File: src/rtl/rtc_pkg.sv
// Shared constants for the RTC read sweep: register map, per-slot masks and ranges,
// result field widths, the packed result set and the FSM state codes.
package rtc_pkg;

    localparam logic [7:0] RTC_SEG   = 8'h21;
    localparam logic [7:0] RTC_MIN   = 8'h22;
    localparam logic [7:0] RTC_HORA  = 8'h23;
    localparam logic [7:0] RTC_DIA   = 8'h24;
    localparam logic [7:0] RTC_MES   = 8'h25;
    localparam logic [7:0] RTC_ANO   = 8'h26;
    localparam logic [7:0] RTC_TMR_S = 8'h41;
    localparam logic [7:0] RTC_TMR_M = 8'h42;
    localparam logic [7:0] RTC_TMR_H = 8'h43;

    // Entry [0] is the first register read in a sweep.
    localparam logic [8:0][7:0] RTC_ADDR = {RTC_TMR_H, RTC_TMR_M, RTC_TMR_S, RTC_ANO, RTC_MES,
                                            RTC_DIA, RTC_HORA, RTC_MIN, RTC_SEG};
    localparam logic [8:0][7:0] RTC_MASK = {8'h3F, 8'h7F, 8'h7F, 8'hFF, 8'h1F,
                                            8'h3F, 8'h3F, 8'h7F, 8'h7F};
    localparam logic [8:0][6:0] RTC_MIN_V = {7'd0, 7'd0, 7'd0, 7'd0, 7'd1,
                                             7'd1, 7'd0, 7'd0, 7'd0};
    localparam logic [8:0][6:0] RTC_MAX_V = {7'd23, 7'd59, 7'd59, 7'd99, 7'd12,
                                             7'd31, 7'd23, 7'd59, 7'd59};

    localparam int W_SEG  = 6;
    localparam int W_MIN  = 6;
    localparam int W_HORA = 5;
    localparam int W_DIA  = 5;
    localparam int W_MES  = 4;
    localparam int W_ANO  = 7;

    typedef struct packed {
        logic [W_SEG-1:0]  seg;
        logic [W_MIN-1:0]  min;
        logic [W_HORA-1:0] hora;
        logic [W_DIA-1:0]  dia;
        logic [W_MES-1:0]  mes;
        logic [W_ANO-1:0]  ano;
        logic [W_SEG-1:0]  t_seg;
        logic [W_MIN-1:0]  t_min;
        logic [W_HORA-1:0] t_hora;
    } rtc_regs_t;

    typedef logic [2:0] rtc_state_t;
    localparam rtc_state_t ST_IDLE   = 3'd0;
    localparam rtc_state_t ST_ADDR   = 3'd1;
    localparam rtc_state_t ST_GAP1   = 3'd2;
    localparam rtc_state_t ST_DATA   = 3'd3;
    localparam rtc_state_t ST_GAP2   = 3'd4;
    localparam rtc_state_t ST_COMMIT = 3'd5;

endpackage

File: src/rtl/rtc_lectura_if.sv
// Control, multiplexed bus and result signals of the RTC read master.
interface rtc_lectura_if;
    import rtc_pkg::*;

    logic              start;
    logic              busy;
    logic              done;
    logic              valid;
    logic              bcd_err;
    logic              cs_n;
    logic              rd_n;
    logic              wr_n;
    logic              a_d;
    logic [7:0]        ad_out;
    logic              ad_oe;
    logic [7:0]        ad_in;
    logic [W_SEG-1:0]  rd_stime_s;
    logic [W_MIN-1:0]  rd_stime_m;
    logic [W_HORA-1:0] rd_stime_h;
    logic [W_DIA-1:0]  rd_date_d;
    logic [W_MES-1:0]  rd_date_m;
    logic [W_ANO-1:0]  rd_date_a;
    logic [W_SEG-1:0]  rd_timer_s;
    logic [W_MIN-1:0]  rd_timer_m;
    logic [W_HORA-1:0] rd_timer_h;

    modport master (
        input  start, ad_in,
        output busy, done, valid, bcd_err, cs_n, rd_n, wr_n, a_d, ad_out, ad_oe,
               rd_stime_s, rd_stime_m, rd_stime_h, rd_date_d, rd_date_m, rd_date_a,
               rd_timer_s, rd_timer_m, rd_timer_h
    );

    modport slave (
        output start, ad_in,
        input  busy, done, valid, bcd_err, cs_n, rd_n, wr_n, a_d, ad_out, ad_oe,
               rd_stime_s, rd_stime_m, rd_stime_h, rd_date_d, rd_date_m, rd_date_a,
               rd_timer_s, rd_timer_m, rd_timer_h
    );

endinterface

File: src/rtl/bcd_a_bin.sv
// Two-digit BCD to binary with digit and range validation; a rejected value reads as 0.
module bcd_a_bin (
    input  logic [7:0] bcd_i,
    input  logic [6:0] min_i,
    input  logic [6:0] max_i,
    output logic [6:0] bin_o,
    output logic       err_o
);
    logic [3:0] tens_s;
    logic [3:0] units_s;
    logic [7:0] val_s;

    always_comb begin
        tens_s  = bcd_i[7:4];
        units_s = bcd_i[3:0];
        val_s   = ({4'd0, tens_s} * 8'd10) + {4'd0, units_s};
        err_o   = (tens_s > 4'd9) || (units_s > 4'd9) ||
                  (val_s < {1'b0, min_i}) || (val_s > {1'b0, max_i});
        if (err_o) begin
            bin_o = 7'd0;
        end else begin
            bin_o = val_s[6:0];
        end
    end

endmodule

File: src/rtl/rtc_lectura.sv
// RTC read master: sweeps nine BCD registers over the multiplexed bus and commits
// the converted set atomically to the rd_* outputs.
module rtc_lectura
    import rtc_pkg::*;
#(
    parameter int T_CYC = 4
) (
    input  logic          clk,
    input  logic          reset,
    rtc_lectura_if.master bus
);
    localparam int PW = $clog2(T_CYC);
    localparam logic [PW-1:0] PH_LAST = PW'(T_CYC - 1);

    rtc_state_t    state_q, state_d;
    logic [PW-1:0] phase_q, phase_d, phase_inc_s;
    logic [3:0]    idx_q, idx_d;
    logic          phase_last_s, last_idx_s, launch_s, sample_s, commit_s;
    rtc_regs_t     shadow_q, shadow_d, rd_q;
    logic          err_acc_q, err_acc_d;
    logic [6:0]    conv_bin_s;
    logic          conv_err_s;
    logic          cs_n_d, rd_n_d, wr_n_d, a_d_d, ad_oe_d;
    logic [7:0]    ad_out_d;
    logic          cs_n_q, rd_n_q, wr_n_q, a_d_q, ad_oe_q;
    logic [7:0]    ad_out_q;
    logic          busy_q, done_q, valid_q, bcd_err_q;

    assign phase_last_s = (phase_q == PH_LAST);
    assign phase_inc_s  = phase_last_s ? '0 : phase_q + PW'(1);
    assign last_idx_s   = (idx_q == 4'd8);
    assign launch_s     = (state_q == ST_IDLE) && bus.start;
    assign sample_s     = (state_q == ST_DATA) && phase_last_s;
    assign commit_s     = (state_q == ST_GAP2) && phase_last_s && last_idx_s;

    bcd_a_bin u_conv (
        .bcd_i (bus.ad_in & RTC_MASK[idx_q]),
        .min_i (RTC_MIN_V[idx_q]),
        .max_i (RTC_MAX_V[idx_q]),
        .bin_o (conv_bin_s),
        .err_o (conv_err_s)
    );

    // Sequencer next state: four equal phases per register, one commit cycle per sweep.
    always_comb begin
        state_d = state_q;
        phase_d = phase_q;
        idx_d   = idx_q;
        case (state_q)
            ST_IDLE: begin
                if (bus.start) begin
                    state_d = ST_ADDR;
                    phase_d = '0;
                    idx_d   = 4'd0;
                end else begin
                    state_d = ST_IDLE;
                end
            end
            ST_ADDR: begin
                phase_d = phase_inc_s;
                state_d = phase_last_s ? ST_GAP1 : ST_ADDR;
            end
            ST_GAP1: begin
                phase_d = phase_inc_s;
                state_d = phase_last_s ? ST_DATA : ST_GAP1;
            end
            ST_DATA: begin
                phase_d = phase_inc_s;
                state_d = phase_last_s ? ST_GAP2 : ST_DATA;
            end
            ST_GAP2: begin
                phase_d = phase_inc_s;
                if (phase_last_s && last_idx_s) begin
                    state_d = ST_COMMIT;
                end else if (phase_last_s) begin
                    state_d = ST_ADDR;
                    idx_d   = idx_q + 4'd1;
                end else begin
                    state_d = ST_GAP2;
                end
            end
            ST_COMMIT: begin
                state_d = ST_IDLE;
                phase_d = '0;
            end
            default: begin
                state_d = ST_IDLE;
                phase_d = '0;
                idx_d   = 4'd0;
            end
        endcase
    end

    // Bus strobes are decoded from the next state so the registered pins line up with it.
    always_comb begin
        cs_n_d   = 1'b1;
        rd_n_d   = 1'b1;
        wr_n_d   = 1'b1;
        a_d_d    = 1'b1;
        ad_oe_d  = 1'b0;
        ad_out_d = ad_out_q;
        case (state_d)
            ST_ADDR: begin
                cs_n_d   = 1'b0;
                wr_n_d   = 1'b0;
                a_d_d    = 1'b0;
                ad_oe_d  = 1'b1;
                ad_out_d = RTC_ADDR[idx_d];
            end
            ST_GAP1: begin
                a_d_d   = 1'b0;
                ad_oe_d = 1'b1;
            end
            ST_DATA: begin
                cs_n_d = 1'b0;
                rd_n_d = 1'b0;
            end
            default: begin
                cs_n_d = 1'b1;
            end
        endcase
    end

    // Shadow slot update at the end of each data phase; error flag restarts per sweep.
    always_comb begin
        shadow_d  = shadow_q;
        err_acc_d = err_acc_q;
        if (launch_s) begin
            err_acc_d = 1'b0;
        end else if (sample_s) begin
            err_acc_d = err_acc_q | conv_err_s;
            case (idx_q)
                4'd0:    shadow_d.seg    = conv_bin_s[W_SEG-1:0];
                4'd1:    shadow_d.min    = conv_bin_s[W_MIN-1:0];
                4'd2:    shadow_d.hora   = conv_bin_s[W_HORA-1:0];
                4'd3:    shadow_d.dia    = conv_bin_s[W_DIA-1:0];
                4'd4:    shadow_d.mes    = conv_bin_s[W_MES-1:0];
                4'd5:    shadow_d.ano    = conv_bin_s[W_ANO-1:0];
                4'd6:    shadow_d.t_seg  = conv_bin_s[W_SEG-1:0];
                4'd7:    shadow_d.t_min  = conv_bin_s[W_MIN-1:0];
                4'd8:    shadow_d.t_hora = conv_bin_s[W_HORA-1:0];
                default: shadow_d        = shadow_q;
            endcase
        end else begin
            shadow_d = shadow_q;
        end
    end

    // Sequencer and shadow state.
    always_ff @(posedge clk or negedge reset) begin
        if (!reset) begin
            state_q   <= ST_IDLE;
            phase_q   <= '0;
            idx_q     <= 4'd0;
            shadow_q  <= '0;
            err_acc_q <= 1'b0;
        end else begin
            state_q   <= state_d;
            phase_q   <= phase_d;
            idx_q     <= idx_d;
            shadow_q  <= shadow_d;
            err_acc_q <= err_acc_d;
        end
    end

    // Output registers; results, done and bcd_err all change on the commit edge.
    always_ff @(posedge clk or negedge reset) begin
        if (!reset) begin
            cs_n_q    <= 1'b1;
            rd_n_q    <= 1'b1;
            wr_n_q    <= 1'b1;
            a_d_q     <= 1'b1;
            ad_oe_q   <= 1'b0;
            ad_out_q  <= 8'h00;
            busy_q    <= 1'b0;
            done_q    <= 1'b0;
            valid_q   <= 1'b0;
            bcd_err_q <= 1'b0;
            rd_q      <= '0;
        end else begin
            cs_n_q   <= cs_n_d;
            rd_n_q   <= rd_n_d;
            wr_n_q   <= wr_n_d;
            a_d_q    <= a_d_d;
            ad_oe_q  <= ad_oe_d;
            ad_out_q <= ad_out_d;
            busy_q   <= (state_d != ST_IDLE);
            done_q   <= commit_s;
            if (commit_s) begin
                rd_q      <= shadow_q;
                bcd_err_q <= err_acc_q;
                valid_q   <= 1'b1;
            end else begin
                rd_q      <= rd_q;
                bcd_err_q <= bcd_err_q;
                valid_q   <= valid_q;
            end
        end
    end

    assign bus.cs_n       = cs_n_q;
    assign bus.rd_n       = rd_n_q;
    assign bus.wr_n       = wr_n_q;
    assign bus.a_d        = a_d_q;
    assign bus.ad_oe      = ad_oe_q;
    assign bus.ad_out     = ad_out_q;
    assign bus.busy       = busy_q;
    assign bus.done       = done_q;
    assign bus.valid      = valid_q;
    assign bus.bcd_err    = bcd_err_q;
    assign bus.rd_stime_s = rd_q.seg;
    assign bus.rd_stime_m = rd_q.min;
    assign bus.rd_stime_h = rd_q.hora;
    assign bus.rd_date_d  = rd_q.dia;
    assign bus.rd_date_m  = rd_q.mes;
    assign bus.rd_date_a  = rd_q.ano;
    assign bus.rd_timer_s = rd_q.t_seg;
    assign bus.rd_timer_m = rd_q.t_min;
    assign bus.rd_timer_h = rd_q.t_hora;

endmodule

File: src/flat_wrapper.sv
// flat-port wrapper written by rule: the top's interface ports become plain ports
module rtc_lectura_flat import rtc_pkg::*;
#(
    parameter int T_CYC = 4
)
  (clk, reset, bus_start, bus_ad_in, bus_busy, bus_done, bus_valid, bus_bcd_err, bus_cs_n, bus_rd_n, bus_wr_n, bus_a_d, bus_ad_out, bus_ad_oe, bus_rd_stime_s, bus_rd_stime_m, bus_rd_stime_h, bus_rd_date_d, bus_rd_date_m, bus_rd_date_a, bus_rd_timer_s, bus_rd_timer_m, bus_rd_timer_h);
  rtc_lectura_if bus_i ();
  input  logic clk;
  input  logic reset;
  input wire logic [$bits(bus_i.start)-1:0] bus_start;
  input wire logic [$bits(bus_i.ad_in)-1:0] bus_ad_in;
  output wire logic [$bits(bus_i.busy)-1:0] bus_busy;
  output wire logic [$bits(bus_i.done)-1:0] bus_done;
  output wire logic [$bits(bus_i.valid)-1:0] bus_valid;
  output wire logic [$bits(bus_i.bcd_err)-1:0] bus_bcd_err;
  output wire logic [$bits(bus_i.cs_n)-1:0] bus_cs_n;
  output wire logic [$bits(bus_i.rd_n)-1:0] bus_rd_n;
  output wire logic [$bits(bus_i.wr_n)-1:0] bus_wr_n;
  output wire logic [$bits(bus_i.a_d)-1:0] bus_a_d;
  output wire logic [$bits(bus_i.ad_out)-1:0] bus_ad_out;
  output wire logic [$bits(bus_i.ad_oe)-1:0] bus_ad_oe;
  output wire logic [$bits(bus_i.rd_stime_s)-1:0] bus_rd_stime_s;
  output wire logic [$bits(bus_i.rd_stime_m)-1:0] bus_rd_stime_m;
  output wire logic [$bits(bus_i.rd_stime_h)-1:0] bus_rd_stime_h;
  output wire logic [$bits(bus_i.rd_date_d)-1:0] bus_rd_date_d;
  output wire logic [$bits(bus_i.rd_date_m)-1:0] bus_rd_date_m;
  output wire logic [$bits(bus_i.rd_date_a)-1:0] bus_rd_date_a;
  output wire logic [$bits(bus_i.rd_timer_s)-1:0] bus_rd_timer_s;
  output wire logic [$bits(bus_i.rd_timer_m)-1:0] bus_rd_timer_m;
  output wire logic [$bits(bus_i.rd_timer_h)-1:0] bus_rd_timer_h;
  assign bus_i.start = bus_start;
  assign bus_i.ad_in = bus_ad_in;
  assign bus_busy = bus_i.busy;
  assign bus_done = bus_i.done;
  assign bus_valid = bus_i.valid;
  assign bus_bcd_err = bus_i.bcd_err;
  assign bus_cs_n = bus_i.cs_n;
  assign bus_rd_n = bus_i.rd_n;
  assign bus_wr_n = bus_i.wr_n;
  assign bus_a_d = bus_i.a_d;
  assign bus_ad_out = bus_i.ad_out;
  assign bus_ad_oe = bus_i.ad_oe;
  assign bus_rd_stime_s = bus_i.rd_stime_s;
  assign bus_rd_stime_m = bus_i.rd_stime_m;
  assign bus_rd_stime_h = bus_i.rd_stime_h;
  assign bus_rd_date_d = bus_i.rd_date_d;
  assign bus_rd_date_m = bus_i.rd_date_m;
  assign bus_rd_date_a = bus_i.rd_date_a;
  assign bus_rd_timer_s = bus_i.rd_timer_s;
  assign bus_rd_timer_m = bus_i.rd_timer_m;
  assign bus_rd_timer_h = bus_i.rd_timer_h;
  rtc_lectura #(.T_CYC(T_CYC)) u_core (.clk(clk), .reset(reset), .bus(bus_i));
endmodule
File: config.mk
export PLATFORM = sky130hd
export DESIGN_NAME = rtc_lectura_flat
export DESIGN_NICKNAME = d
export VERILOG_FILES = /design/src/rtl/rtc_pkg.sv /design/src/rtl/rtc_lectura_if.sv /design/src/rtl/bcd_a_bin.sv /design/src/rtl/rtc_lectura.sv /design/src/flat_wrapper.sv
export SDC_FILE = /design/constraint.sdc
export NUM_CORES = 1
export LEC_CHECK = 0
export ABC_AREA = 1
export CORE_MARGIN = 5
export CORE_UTILIZATION = 59
export DETAILED_ROUTE_END_ITERATION = 6
export MAX_ROUTING_LAYER = met4
export PLACE_DENSITY = 0.85
export SLEW_MARGIN = 10
export SYNTH_ARGS = -nofsm -noshare
export SYNTH_HDL_FRONTEND = slang
export SYNTH_HIERARCHICAL = 1
export SYNTH_SLANG_ARGS = --single-unit
File: constraint.sdc
create_clock -name clk -period 9.9 [get_ports clk]
set_input_delay 1.485 -clock clk [delete_from_list [all_inputs] [get_ports clk]]
set_output_delay 1.485 -clock clk [all_outputs]
set_load 0.02 [all_outputs]
==> flow_summary.toml, run 1 <==
[timing]
min_period_over_period_pct = 50.61
max_clock_freq_mhz = 199.6
rsz0062_at_grt = "no"
finalHoldViolCount = 0
relSlewSlack_pct = 38.55
fin_setup_tns_ns = 0
period_minus_slack_ns = 5.010
slew_viol_final = 0
setup_violations = 0
layout_setup_ws_ns = 4.890
tightest_slew_ns = 0.9218
fin_skew_ns = 0.005010

[yosys]
ys_types = 35
yosys-mux-area-fraction_pct = 0.1962
synth_compound_area_share_pct = 6.891
yosys_most_used_dff = "dfrtp_1"
yosys.area_share.simple_pct = 24.60
yosys_register_bits = 124
yosys.area_share.xor_xnor_pct = 0.8940
yosys.area.top_type_share_pct = 52.33
synth-edff-count = 0
synth_commonest_cells = "nand2_1 (272), dfrtp_1 (120), inv_1 (58)"
ys_warn_count = 6
syn-instance-count = 667
syn_area_per_cell_um2 = 8.603
async_reset_ff_share_pct = 100.0
synthAdderAreaFrac_pct = 7.239
ys_seq_area_share_pct = 54.16
syn_area_mm2 = 0.005738
synth.top_cells.by_area = "dfrtp_1 (52%), nand2_1 (18%), ha_1 (6.5%)"
yosys.area.top_type = "dfrtp_1"
yosysMostFrequentCell = "nand2_1"
synth_top_family_by_area = "simple AND/OR/NAND/NOR gates"

[setup_path]
crit_buf_inv = 5
crit_family = "adder cells"
worst_ep_required_time_ns = 10.31
cpMaxStageDelayCell = "nor3b_1"
startpoint_type = "primary input"
crit_path_end_kind = "flip-flop"
crit_top_cell = "nand2_1"
crit_fanout = 9
crit_chain = "clkdlybuf4s50_1 > nor3b_1 > ha_1 > ha_1 > fa_1 > inv_1 > xor2_1 > inv_1 > ha_1 > nand2_1 > inv_1 > nand2_1 > nand2_1 > nand2_1 > nand2_1 > nand2_1 > nand3_4 > nor2_1 > inv_1 > o21ai_0"
critPathKind = "in2reg"
cp_slowest_stage_delay_ns = 0.57
arrival_ns = 5.42

[route]
vias = 4675
ant_nets = 0
wl_per_cell_um = 14.18
drt-total-wl_mm = 12.70
avgViaCountPerCell = 5.223
first_iter_violations = 283
route.detailed.drc = 0
drtPass1Iterations = 5

[cts]
hold_buffers = 0
cts_sinks = 124
numCtsBuffers = 17
cts_buffer_depth = 2
cts_resized = 0
postCtsSetupBuffers = 0
clockRootBuffer = "clkbuf_8"
cts_tree = "done"
clk_latency_ns = 0.52
path_clk_slew_ns = 0.06
htreeDepth = 4

[die]
start_util_pct = 59.53
floorplan.die_area_mm2 = 0.01180
die_h_um = 108.6
row_count = 36
num_io_pins = 78
coreArea_mm2 = 0.009639
dieWidth_um = 108.6

[layout]
area_growth_pct = 25.21
antennaDiodeCount = 0
final_core_util_pct = 74.53
drive_above_1_share_pct = 7.218
layout.nets = 792

[global_routing]
antenna_found_initial = 0
grt_max_degree = 77
grt_usage_pct = 24.16
grt_pass1_vias = 4581
overflow = 0
grt_first_pass_wirelength_mm = 21.49

[pwr]
p_per_area_mw_per_mm2 = 166.7
clkPwrFrac_pct = 52.5
intPower_mw = 0.9437
peakVddDrop_uv = 111.1
p_comb_share_pct = 4.4
p_total_mw = 1.198
p_seq_share_pct = 43.1
leakage_nw = 3.707
switching_share_pct = 21.20
p_sw_mw = 0.2538

[run]
maxCapViolations = 0

[placed_design]
dp_hpwl_mm = 8.601
dp_slack_ns = 4.439
port_buffers = 74
routabilityCongestion = 0.9482

[outcome]
status = "completed"

[hold_path]
hp-class = "reg2reg"
==> final timing paths <==
path / start / to / slack (ns) / cells past startpoint
worst min-delay path: u_core/bus.rd_date_a[6]$_DFFE_PN0P_ / u_core/bus.rd_date_a[6]$_DFFE_PN0P_ / 0.47 / 2
worst min register to register: u_core/bus.rd_date_a[6]$_DFFE_PN0P_ / u_core/bus.rd_date_a[6]$_DFFE_PN0P_ / 0.47 / 2
min in group asynchronous: reset / u_core/bus.rd_stime_s[3]$_DFFE_PN0P_ / 0.98 / 1
max in group asynchronous: reset / u_core/idx_q[0]$_DFF_PN0_ / 7.58 / 2
worst max-delay path: bus_ad_in[7] / u_core/shadow_q[14]$_DFFE_PN0P_ / 4.89 / 20
worst max register to register: u_core/idx_q[1]$_DFF_PN0_ / u_core/shadow_q[14]$_DFFE_PN0P_ / 5.32 / 22
==> worst reg2reg max path, stage by stage, from the launching register on <==
cell,delay [ns]
dfrtp_1,0.46
inv_1,0.20
ha_1,0.23
nand2_1,0.10
nor3b_1,0.57
ha_1,0.38
ha_1,0.20
fa_1,0.50
inv_1,0.06
xor2_1,0.23
inv_1,0.10
ha_1,0.30
nand2_1,0.09
inv_1,0.04
nand2_1,0.06
nand2_1,0.06
nand2_1,0.06
nand2_1,0.06
nand2_1,0.09
nand3_4,0.13
nor2_1,0.13
inv_1,0.18
o21ai_0,0.25
==> cell type report <==
type,count,area (um2)
clock buffer,20,435.4
inverter,62,232.7
clock inverter,12,170.2
multi-input combinational,468,2318
fill,692,2455
timing repair buffer,76,753.2
sequential,124,3108
tap,133,166.4
==> metal layers <==
metal	vias up	track usage, %	share of wire [%]
met5	-	-	0
met4	0	8.747	2.3
met2	170	38.57	50
met1	2228	29.64	41
li1	2246	-	-
met3	31	6.809	6.6
==> placed cells by master (no fill, tap or decap), drive strengths merged, types with 4 or more instances in the layout <==
cell and n:
nand2 272, conb 9, dfrtp 120, a21oi 19
ha 30, inv 62, dfstp 4, o21ai 51
nand3 25, clkbuf 20, clkdlybuf4s50 73, xor2 4
nor2 40, clkinv 7, bufinv 4
==> cells by family after synthesis <==
logic type | Yosys count
AOI/OAI and AO/OA | 75
DFF | 124
and+or+nand+nor | 346
muxes | 1
buffers and inverters | 83
adders and majority gates | 32
other | 1
xor gates and xnor gates | 5
==> power groups by stage <==
| stage | Sequential [mW] | Combinational (mW) | Clock, mW |
|---|---|---|---|
| after floorplan | 0.524 | 0.0303 | 0 |
| after global placement | 0.524 | 0.0491 | 0 |
| after detailed placement | 0.525 | 0.0521 | 0 |
| after CTS | 0.516 | 0.0532 | 0.636 |
| after global routing | 0.517 | 0.0610 | 0.664 |
| final | 0.516 | 0.0531 | 0.628 |
==> registers in the layout, summed over array words and instances (netlist names), 4 cells and up <==
name / cells
u_core/bus.rd_stime_s: 6
u_core/bus.rd_timer_m: 6
u_core/bus.rd_stime_m: 6
u_core/bus.rd_stime_h: 5
u_core/bus.rd_timer_s: 6
u_core/bus.rd_timer_h: 5
u_core/bus.rd_date_d: 5
u_core/bus.ad_out: 5
u_core/idx_q: 4
u_core/bus.rd_date_a: 7
u_core/bus.rd_date_m: 4
u_core/shadow_q: 50
==> stage by stage <==
stage          hold slack (ns)  instances  cell area (um2)
4_1_cts                 0.4733        895             7184
3_5_place_dp            0.4589        863             6579
3_3_place_gp            0.4533        863             6579
5_1_grt                 0.4905        895             7184
6_report                0.4686        895             7184
2_1_floorplan           0.4436        675             5768
Power figures use the tool's default switching activity.
==> run 2: changes to the inputs <==
Settings changed: CORE_UTILIZATION 59 to 55, PLACE_DENSITY 0.85 to 0.8.
Clock period 9.9 ns to 4.8 ns, I/O delays scaled along.
==> run 2 against run 1 <==
  * Wire length is 1.7% higher
  * Worst hold slack worse by 0.088 ns
  * Clock skew is 0.0089 ns higher
  * Global-route usage is 2.3 points lower
  * First-iteration DRC count is 6.0% higher
  * Critical path type is now reg2reg
  * Critical endpoint is now u_core/shadow_q[39]$_DFFE_PN0P_
  * Highest routed layer unchanged
==> flow_summary.toml, run 2 (same netlist as run 1, synthesis figures left out) <==
[timing]
relSlewSlack_pct = 31.38
max_clock_freq_mhz = 235.4
rsz0062_at_grt = "no"
fin_skew_ns = 0.01388
layout_setup_ws_ns = 0.5517
setup_violations = 0
slew_viol_final = 0
min_period_over_period_pct = 88.51
finalHoldViolCount = 0
period_minus_slack_ns = 4.248
fin_setup_tns_ns = 0
tightest_slew_ns = 1.029

[hold_path]
hp-class = "in2async"

[placed_design]
dp_slack_ns = 0.4345
place_inst = 867
port_buffers = 74
routabilityCongestion = 0.8955
dp_hpwl_mm = 9.116

[cts]
cts_sinks = 124
clockRootBuffer = "clkbuf_8"
postCtsSetupBuffers = 0
numCtsBuffers = 17
clk_latency_ns = 0.52
cts_buffer_depth = 2
hold_buffers = 0
htreeDepth = 4
cts_tree = "done"
cts_resized = 0
path_clk_slew_ns = 0.06

[setup_path]
crit_fanout = 9
cpMaxStageDelayCell = "fa_1"
rrSetupSlack_ns = 0.55
worst_ep_required_time_ns = 5.22
crit_top_cell = "nand2_1"
cp_slowest_stage_delay_ns = 0.50
crit_chain = "inv_1 > ha_1 > nand2_1 > nor3b_1 > buf_4 > ha_1 > ha_1 > fa_1 > inv_1 > xor2_1 > inv_1 > ha_1 > nand2_1 > inv_1 > nand2_1 > nand2_1 > nand2_1 > nand2_1 > nand2_1 > nand3_4 > nor2_1 > inv_1 > o21ai_0"
arrival_ns = 4.67
startpoint_type = "flip-flop"
critPathKind = "reg2reg"
crit_path_end_kind = "flip-flop"
worstRegToRegCells = 23
worst_r2r_endpoint = "u_core/shadow_q[39]$_DFFE_PN0P_"
rr_startpoint = "u_core/idx_q[1]$_DFF_PN0_"

[pwr]
clkPwrFrac_pct = 50.8
switching_share_pct = 24.49
p_sw_mw = 0.5834
peakVddDrop_uv = 229.9
leakage_nw = 3.688
intPower_mw = 1.799
p_per_area_mw_per_mm2 = 332.7
p_comb_share_pct = 4.6
p_seq_share_pct = 44.7

[route]
wl_per_cell_um = 14.37
drt-total-wl_mm = 12.92
first_iter_violations = 300
drtPass1Iterations = 4
avgViaCountPerCell = 5.246
vias = 4716
ant_nets = 0
route.detailed.drc = 0

[die]
num_io_pins = 78
dieWidth_um = 112.1
die_h_um = 112.1
floorplan.die_area_mm2 = 0.01258
row_count = 37
coreArea_mm2 = 0.01023
start_util_pct = 56.08

[layout]
antennaDiodeCount = 0
layout_common_cells = "nand2_1 (272), dfrtp_1 (120), clkdlybuf4s50_1 (73)"
finalNonFillerCells = 899
area_growth_pct = 24.77
drive_above_1_share_pct = 7.602
largest_reg_flops = 50
largest_register = "u_core/shadow_q"
layout.nets = 793
mostFrequentLayoutCell = "nand2_1"

[global_routing]
overflow = 0
grt_first_pass_wirelength_mm = 21.87
grt_max_degree = 86
grt_usage_pct = 21.90
antenna_found_initial = 0
grt_pass1_vias = 4733

[outcome]
status = "completed"

[run]
maxCapViolations = 0
==> run 2: changes by cell type in the layout (fill, tap and decap cells not counted), sizes merged <==
cell      before  now
buf            3    4
clkbuf        20   17
inv           62   70
clkinvlp       1    3
bufinv         4    1
clkinv         7    3
==> run 2: worst max path at each step <==
stage                                       to  slack, ns  cells after the start                 startpoint
2_1_floorplan  u_core/shadow_q[33]$_DFFE_PN0P_       0.96                     22  u_core/idx_q[1]$_DFF_PN0_
3_3_place_gp    u_core/shadow_q[6]$_DFFE_PN0P_       0.70                     21               bus_ad_in[7]
3_5_place_dp   u_core/shadow_q[38]$_DFFE_PN0P_       0.43                     21               bus_ad_in[7]
4_1_cts        u_core/shadow_q[39]$_DFFE_PN0P_       0.65                     23  u_core/idx_q[1]$_DFF_PN0_
5_1_grt        u_core/shadow_q[34]$_DFFE_PN0P_       0.22                     23  u_core/idx_q[1]$_DFF_PN0_
6_report       u_core/shadow_q[39]$_DFFE_PN0P_       0.55                     23  u_core/idx_q[1]$_DFF_PN0_
==> run 2: per-stage QoR <==
stage          hold WS [ns]  utilization, %  power (mW)  instance area (um2)
3_5_place_dp         0.4592           64.41       1.189                 6590
2_1_floorplan        0.4244               -       1.143                 5768
3_3_place_gp         0.4551           64.41       1.183                 6590
4_1_cts              0.4099           69.98       2.396                 7159
6_report             0.3811           69.98       2.382                 7159
5_1_grt              0.4519           69.98       2.468                 7159
==> run 2: power groups by stage <==
stage               logic [mW]  registers [mW]  clock network (mW)
floorplan               0.0626            1.08                   0
global placement         0.101            1.08                   0
detailed placement       0.107            1.08                   0
CTS                      0.109            1.06                1.22
global route             0.124            1.06                1.28
finish                   0.109            1.06                1.21
==> run 2: area by class of cell <==
cell class / count / area, um2
Sequential cell: 124 / 3108
Fill cell: 751 / 3072
Multi-Input combinational cell: 468 / 2318
Timing Repair Buffer: 77 / 760.7
Clock buffer: 17 / 414.1
Inverter: 62 / 232.7
Tap cell: 136 / 170.2
Clock inverter: 15 / 155.1
==> run 2: layer usage <==
layer / routed length (um) / vias to the layer above / part of all wire, % / global-route usage [%]
li1: - / 2261 / - / -
met3: 603 / 18 / 4.7 / 4.906
met4: 167 / 0 / 1.3 / 7.853
met1: 5601 / 2285 / 43 / 26.33
met2: 6544 / 152 / 51 / 36.47
met5: 0 / - / 0 / -
==> run 2: worst max-delay path: cells and delay by family (launching register included) <==
kind,cells,cell delay (ns)
AO/OA/AOI/OAI,1,0.22
AND/OR/NAND/NOR,10,0.99
XOR/XNOR,1,0.23
flip-flops,1,0.47
buffers and inverters,6,0.74
adder cells (fa/ha/maj),5,1.47
